File: src/rtl/bits_unpacker_pkg.sv
// Shared types and field accessors for the 10-byte little-endian record unpacker.
package bits_unpacker_pkg;

  localparam int unsigned RECORD_BYTES = 10;
  localparam int unsigned REC_W        = RECORD_BYTES * 8;
  localparam logic [3:0]  LAST_IDX     = 4'(RECORD_BYTES - 1);

  typedef struct packed {
    logic [31:0] first;
    logic [31:0] second;
  } pair_t;

  typedef struct packed {
    logic       a;
    logic [1:0] b;
    logic [3:0] c;
    logic [7:0] d;
  } abcd_t;

  typedef enum logic [1:0] {
    COLLECT,
    DRAIN,
    HOLD
  } state_t;

  // Byte n of the record lives at bits [8n+7:8n].
  typedef logic [REC_W-1:0] rec_t;

  function automatic pair_t get_pair(input rec_t r);
    pair_t p;
    p.first  = r[31:0];
    p.second = r[63:32];
    return p;
  endfunction

  function automatic abcd_t get_abcd(input rec_t r);
    abcd_t f;
    f.d = r[71:64];
    f.c = r[75:72];
    f.b = r[77:76];
    f.a = r[78];
    return f;
  endfunction

  function automatic logic get_reserved(input rec_t r);
    return r[REC_W-1];
  endfunction

endpackage

File: src/rtl/bits_unpacker.sv
// Collects a byte stream into a fixed 10-byte record, flags framing errors and
// holds the decoded fields until the consumer takes them.
module bits_unpacker
  import bits_unpacker_pkg::*;
#(
  parameter int unsigned ERR_CNT_W = 8
) (
  input  logic                 clk,
  input  logic                 resetn,
  input  logic                 in_valid,
  output logic                 in_ready,
  input  logic [7:0]           in_data,
  input  logic                 in_last,
  output logic                 out_valid,
  input  logic                 out_ready,
  output logic [63:0]          out_pair,
  output logic [14:0]          out_abcd,
  output logic                 out_err,
  output logic [ERR_CNT_W-1:0] err_count
);

  state_t     state;
  logic [3:0] idx;
  rec_t       rec;
  logic       err_flag;

  logic       accept;
  rec_t       rec_wr;
  rec_t       term_rec;
  logic       term_err;

  always_comb begin
    accept = in_valid && (state != HOLD);
    rec_wr = rec;
    for (int unsigned i = 0; i < RECORD_BYTES; i++) begin
      if (idx == 4'(i)) rec_wr[i*8 +: 8] = in_data;
    end
    // In DRAIN the incoming byte is surplus, so the stored bytes 0-9 are final.
    term_rec = (state == DRAIN) ? rec : rec_wr;
    term_err = err_flag || (state == DRAIN) || (idx != LAST_IDX) ||
               get_reserved(term_rec);
  end

  always_ff @(posedge clk or negedge resetn) begin
    if (!resetn) begin
      state     <= COLLECT;
      idx       <= '0;
      rec       <= '0;
      err_flag  <= 1'b0;
      err_count <= '0;
      in_ready  <= 1'b1;
      out_valid <= 1'b0;
      out_err   <= 1'b0;
      out_pair  <= '0;
      out_abcd  <= '0;
    end else begin
      case (state)
        COLLECT, DRAIN: begin
          if (accept) begin
            if (in_last) begin
              state     <= HOLD;
              in_ready  <= 1'b0;
              out_valid <= 1'b1;
              out_pair  <= get_pair(term_rec);
              out_abcd  <= get_abcd(term_rec);
              out_err   <= term_err;
            end else if (state == COLLECT) begin
              rec <= rec_wr;
              if (idx == LAST_IDX) begin
                state    <= DRAIN;
                err_flag <= 1'b1;
              end else begin
                idx <= idx + 4'd1;
              end
            end
          end
        end
        HOLD: begin
          if (out_ready) begin
            state     <= COLLECT;
            idx       <= '0;
            rec       <= '0;
            err_flag  <= 1'b0;
            in_ready  <= 1'b1;
            out_valid <= 1'b0;
            out_err   <= 1'b0;
            out_pair  <= '0;
            out_abcd  <= '0;
            if (out_err && !(&err_count)) err_count <= err_count + 1'b1;
          end
        end
        default: begin
          state <= COLLECT;
        end
      endcase
    end
  end

endmodule

File: config.mk
export PLATFORM = sky130hd
export DESIGN_NAME = bits_unpacker
export DESIGN_NICKNAME = d
export VERILOG_FILES = /design/src/rtl/bits_unpacker_pkg.sv /design/src/rtl/bits_unpacker.sv
export SDC_FILE = /design/constraint.sdc
export NUM_CORES = 1
export LEC_CHECK = 0
export ABC_CLOCK_PERIOD_IN_PS = 4900
export CORE_MARGIN = 5
export CORE_UTILIZATION = 53
export DETAILED_ROUTE_END_ITERATION = 10
export GPL_TIMING_DRIVEN = 0
export PLACE_DENSITY = 0.76
export SYNTH_ARGS = -nofsm -noshare
export SYNTH_HDL_FRONTEND = slang
export SYNTH_SLANG_ARGS = --single-unit
File: constraint.sdc
create_clock -name clk -period 4.9 [get_ports clk]
set_input_delay 0.735 -clock clk [delete_from_list [all_inputs] [get_ports clk]]
set_output_delay 0.735 -clock clk [all_outputs]
set_load 0.01 [all_outputs]
==> results of run 1 <==
[worst max-delay path, delay by kind of cell]
kind	cells	cell delay, ps
buf+inv	2	880
simple gates	1	430
compound gates	3	830
[routing by layer]
layer / vias up / global-route usage (%)
met3: 39 / 5.257
met1: 3542 / 37.31
met4: 0 / 7.783
met2: 334 / 41.59
li1: 3296 / -
met5: - / 0
[registers in the layout (all words and copies together) (netlist names)]
signal     flops
err_count      8
err_flag       1
idx            4
in_ready       1
out_abcd      15
out_err        1
out_pair      64
out_valid      1
rec           79
state          2
[logic make-up after synthesis]
kind of cell             synth area share, %
AND/OR/NAND/NOR                        12.13
AO/OA/AOI/OAI                          22.40
buffers and inverters                  3.910
multiplexers                           8.864
XOR/XNOR                              0.2058
adder cells (fa/ha/maj)               0.7350
flip-flops                             51.76
[metrics by stage]
step	std cells	worst slack [ps]	cell area [um^2]
2_1_floorplan	839	2850	8512
6_report	1184	2336	10440
3_5_place_dp	1152	1936	9776
4_1_cts	1184	2408	10440
5_1_grt	1184	2238	10440
3_3_place_gp	1151	-4201	9743
[worst min-delay path by stage]
| stage | startpoint | endpoint | slack, ps | cells after the start |
|---|---|---|---|---|
| after global placement | out_pair[45] | out_pair[45] | 460 | 2 |
| final | resetn | out_pair[4] | 250 | 1 |
| after CTS | resetn | out_pair[4] | 300 | 1 |
| after detailed placement | out_pair[7] | out_pair[7] | 470 | 2 |
| after global routing | resetn | out_pair[4] | 330 | 1 |
| after floorplan | resetn | err_count[0] | 440 | 0 |
[Yosys cell counts, types with 2 or more instances]
master    count  share of area [%]
a21o_1        2               0.18
a21oi_1      59                3.5
a22o_1       37                3.8
a22oi_1       8               0.71
a31oi_1      11               0.81
and2_1        5               0.37
and3_1        3               0.22
and3b_1       5               0.51
buf_1         3               0.13
buf_2        13               0.76
buf_4         2               0.18
clkbuf_1     56                2.5
dfrtp_1     175                 51
ha_1          5               0.73
inv_1         7               0.31
mux2_2        3               0.40
mux2i_1      72                8.5
nand2_1      90                4.0
nand2b_1     10               0.73
nand3_1       6               0.35
nand3b_1     21                1.9
nor2_1       31                1.4
nor2_2        2               0.15
nor2b_1       6               0.44
nor3_1        3               0.18
nor3b_1       6               0.53
nor3b_2       2               0.29
nor4_1        2               0.15
o21a_1       38                3.4
o21ai_0      73                4.3
o22a_1        2               0.21
o22ai_1      44                3.2
o311ai_0     15                1.5
or3b_2        3               0.31
xor2_1        2               0.21
[where the power goes]
part / total (mW) / switching, mW / internal, mW
logic: 2.02 / 1.02 / 1.00
clock network: 1.54 / 0.585 / 0.955
registers: 2.19 / 0.300 / 1.89
[area by class of cell]
class / count / area (um^2) / area share (%)
flip-flops and latches: 176 / 4405 / 42.18
multi-input cells: 581 / 3774 / 36.13
repair buffers: 97 / 993.5 / 9.512
clock buffers: 18 / 429.2 / 4.109
plain buffers: 75 / 306.5 / 2.935
well taps: 216 / 270.3 / 2.588
clock inverters: 14 / 239.0 / 2.288
inverters: 7 / 26.28 / 0.2516
==> qor.csv, run 1 <==
metric,value,unit
status,completed,
Final Core Density,65.98,%
First-pass DRT Iterations,5,
Resize count post-CTS,0,
Fin. Hold Viols,0,
gr ovfl total,0,
synth unique cells,52,
DRC viols,0,
Worst-path clk slew,70,ps
number of synthesized flops with an enable pin,0,
Mapped Area,0.008512,mm^2
ANT nets after route,0,
worst slew pin tran,857.4,ps
P&R area growth vs syn,22.70,%
vias after detailed routing,7211,
Final Cycle Share,52.33,%
FF-to-FF path depth,7,
TritonCTS clock tree,yes,
GPL Wtd Cong,0.9526,
worst vdd ir,0.2819,mV
input/output buffers,96,
skew final,9.269,ps
headroom to the max-slew limit,42.84,%
CTS Buffer Depth,2,
latest clock arrival within the worst-skew pair,430,ps
"Seq/Total Area, Yosys",51.76,%
fill count,1287,
Design Power,5.746,mW
YS warnings,0,
syn nets,857,
Setup crit end,rec[49],
most frequent cells in the layout,"dfrtp_1 (175), clkdlybuf4s50_1 (95), nand2_1 (90)",
share of layout cells above drive strength 1,6.818,%
fmax,390.0,MHz
CP Cell Sequence,clkdlybuf4s50_1 > or3b_1 > a21oi_2 > buf_2 > o21ai_0 > a22o_1,
wire length per cell,20.26,um
area of the die,0.01870,mm^2
worst-path fanout max,10,
TritonCTS buffer count,17,
area of the core,0.01583,mm^2
r2r setup slk,2490,ps
M1 wire length,10.49,mm
P_leak,4.569,nW
Worst Hold Class,in -> async,
Critical R2R Capture,out_pair[6],
crit path from,in_valid,
WS Path Type,in -> reg,
Min Hold Slack,254.0,ps
hold_buf cts,0,
"commonest non-fill, non-tap cell in the layout",dfrtp_1,
total track usage,26.42,%
setup violators final,0,
met3 wire len,1.965,mm
Worst Setup End Kind,register,
Top Metal Used,met4,
Via density,6.090,
HPWL Detailed,16.44,mm
RSZ-0062 raised after global routing,false,
total wire length,23.99,mm
clock root buffer,clkbuf_16,
DR iter-0 viols,723,
"Min Clock Period, post-route",2564,ps
# rows,46,
Initial Util,53.78,%
crit path max-delay cell type,clkdlybuf4s50_1,
syn_area_per_cell,10.15,um^2
met2 WL post-DR,11.11,mm
WP data arrival,2890,ps
Die Y,136.7,um
Inserted Diodes,0,
total negative setup slack,0,ps
global-route wire length before repair,38.25,mm
async set-or-reset flop fraction in the synthesized netlist,100.0,%
Worst Path Required,5220,ps
antenna violations before repair,0,
setup bufs post-CTS,0,
Post-Synthesis Cells,839,
largest net degree at the start of global routing,100,
launching point of the worst reg2reg path,idx[0],
vias in the first global route,7025,
Worst setup SP type,input pin,
Seq cells post-synth,176,
Max Slew Vio Count,0,
TritonCTS Sinks,176,
Ports,103,
Worst path max stage delay,530,ps
Main synth FF type,dfrtp_1,
H-Tree Depth,4,
Nets,973,
max_cap viols,0,
Die W,136.7,um
pwr/cell area,550.1,mW/mm^2
(Power assumes the default switching activity.)
==> run 2, diff against run 1 <==
ABC_CLOCK_PERIOD_IN_PS = 2250   (was 4900)
CORE_UTILIZATION = 51   (was 53)
PLACE_DENSITY = 0.77   (was 0.76)
clock period = 2.25 ns   (was 4.9 ns; I/O delays follow)
==> qor.csv, run 2 (synthesized netlist as in run 1, its figures left out) <==
metric,value,unit,change
status,completed,,
ANT nets after route,0,,unchanged
DRC viols,0,,unchanged
DR iter-0 viols,804,,+11%
Via density,6.102,,+0.20%
total track usage,25.25,%,-1.2 points
antenna violations before repair,0,,unchanged
TritonCTS Sinks,176,,unchanged
crit path from,idx[1],,
Worst-path clk slew,70,ps,about the same
headroom to the max-slew limit,40.14,%,-2.7 points
worst slew pin tran,897.8,ps,+40.39 ps
area of the die,0.01937,mm^2,+3.6%
Worst setup SP type,register,,
# rows,47,,+2.2%
worst vdd ir,0.7104,mV,+150%
skew final,7.927,ps,-1.342 ps
"commonest non-fill, non-tap cell in the layout",dfrtp_1,,
First-pass DRT Iterations,6,,+1
Setup crit end,out_pair[42],,
Worst Hold Class,in -> reg,,
vias after detailed routing,7274,,+0.87%
worst-path fanout max,8,,-2
P_leak,4.628,nW,+1.3%
Reg with most FFs,rec,,
Nets,977,,+0.41%
register area,0.004405,mm^2,unchanged
WP data arrival,2490,ps,-400 ps
area post-placement,0.009781,mm^2,about the same
CP Cell Sequence,inv_1 > ha_2 > or3b_2 > clkbuf_1 > nor2_2 > mux2i_1 > o21ai_0,,
biggest regs,"rec (79), out_pair (64), out_abcd (15)",,
largest net degree at the start of global routing,94,,-6.0%
WS Path Type,reg -> reg,,
Ports,103,,unchanged
multi-input logic area,0.003819,mm^2,+1.2%
Final Cycle Share,97.26,%,
CTS Buffer Depth,2,,unchanged
H-Tree Depth,4,,unchanged
clock root buffer,clkbuf_16,,
Die Y,139.2,um,+1.8%
share of layout cells above drive strength 1,9.156,%,+2.3 points
total negative setup slack,0,ps,unchanged
Critical R2R Capture,out_pair[42],,
TritonCTS buffer count,17,,unchanged
Final Non-Filler Cells,1192,,+0.68%
fmax,457.0,MHz,
Worst Path Required,2560,ps,-2660 ps
max reg flops,79,,unchanged
Min Hold Slack,425.4,ps,+171.4 ps
most frequent cells in the layout,"dfrtp_1 (175), clkdlybuf4s50_1 (95), nand2_1 (90)",,
TritonCTS clock tree,yes,,
P&R area growth vs syn,23.65,%,
Fin. Hold Viols,0,,unchanged
DP Cell Count,1156,,+0.35%
Initial Util,51.69,%,-2.1 points
crit path max-delay cell type,or3b_2,,
input/output buffers,96,,unchanged
total wire length,24.41,mm,+1.7%
gr ovfl total,0,,unchanged
vias in the first global route,7071,,+0.65%
latest clock arrival within the worst-skew pair,440,ps,about the same
setup violators final,0,,unchanged
Max Slew Vio Count,0,,unchanged
global-route wire length before repair,39.07,mm,+2.1%
Worst path max stage delay,450,ps,-80 ps
area of the core,0.01647,mm^2,+4.0%
Inserted Diodes,0,,unchanged
fill count,1360,,+5.7%
Design Power,12.46,mW,+120%
max_cap viols,0,,unchanged
Worst Setup End Kind,register,,
Die W,139.2,um,+1.8%
Final Core Density,63.92,%,-2.1 points
launching point of the worst reg2reg path,idx[1],,
final setup margin,61.75,ps,-2274 ps
wire length per cell,20.48,um,+1.1%
fin area,0.01053,mm^2,+0.78%
pwr/cell area,1184,mW/mm^2,+120%
"Min Clock Period, post-route",2188,ps,
r2r setup slk,60,ps,-2430 ps
RSZ-0062 raised after global routing,true,,
HPWL Detailed,16.64,mm,+1.2%
FF-to-FF path depth,7,,unchanged
Placement Setup Slack,-323.4,ps,-2260 ps
GPL Wtd Cong,0.9468,,-0.61%
run 2: cell count changes in the layout (fill, tap and decap cells not counted), sizes merged:
cell,before,now
buf,20,26
bufinv,6,4
clkbuf,75,73
clkinv,2,8
clkinvlp,6,1
dlygate4sd3,0,1
run 2: layout make-up:
type	count	share of cell area [%]
multi-input combinational	581	36.28
timing repair buffer	105	10.03
inverter	7	0.2496
tap	220	2.615
buffer	71	2.889
sequential	176	41.86
clock buffer	19	4.303
clock inverter	13	1.771
run 2: how the worst min path moves through the flow:
stage,endpoint,slack [ps],start,depth (start not counted)
2_1_floorplan,err_count[0],40,resetn,0
3_3_place_gp,out_pair[45],460,out_pair[45],2
6_report,rec[64],430,in_data[0],3
4_1_cts,rec[64],420,in_data[0],3
3_5_place_dp,out_pair[34],380,resetn,1
5_1_grt,rec[64],450,in_data[0],3
run 2: power breakdown:
| group | switching [mW] | internal (mW) |
|---|---|---|
| logic | 2.25 | 2.23 |
| registers | 0.665 | 4.11 |
| clock network | 1.29 | 1.92 |
run 2: routing by layer:
layer	routed length, um	GRT usage (%)
met5	0	0
met4	544	8.187
met3	2018	5.207
met2	11160	38.56
met1	10690	36.37
run 2: what timing repair did:
action,CTS,global route
pin swaps,0,3
resized for setup,2,25
hold endpoints to repair,82,0
setup endpoints to repair,7,92
setup buffers,0,7
hold buffers,1,0
run 2: worst max-delay path: cells and delay by family, from the launching register on:
| kind | cells | cell delay (ps) |
|---|---|---|
| and+or+nand+nor | 2 | 620 |
| DFF | 1 | 420 |
| buffers and inverters | 2 | 340 |
| adders and majority gates | 1 | 280 |
| muxes | 1 | 280 |
| AOI/OAI and AO/OA | 1 | 110 |
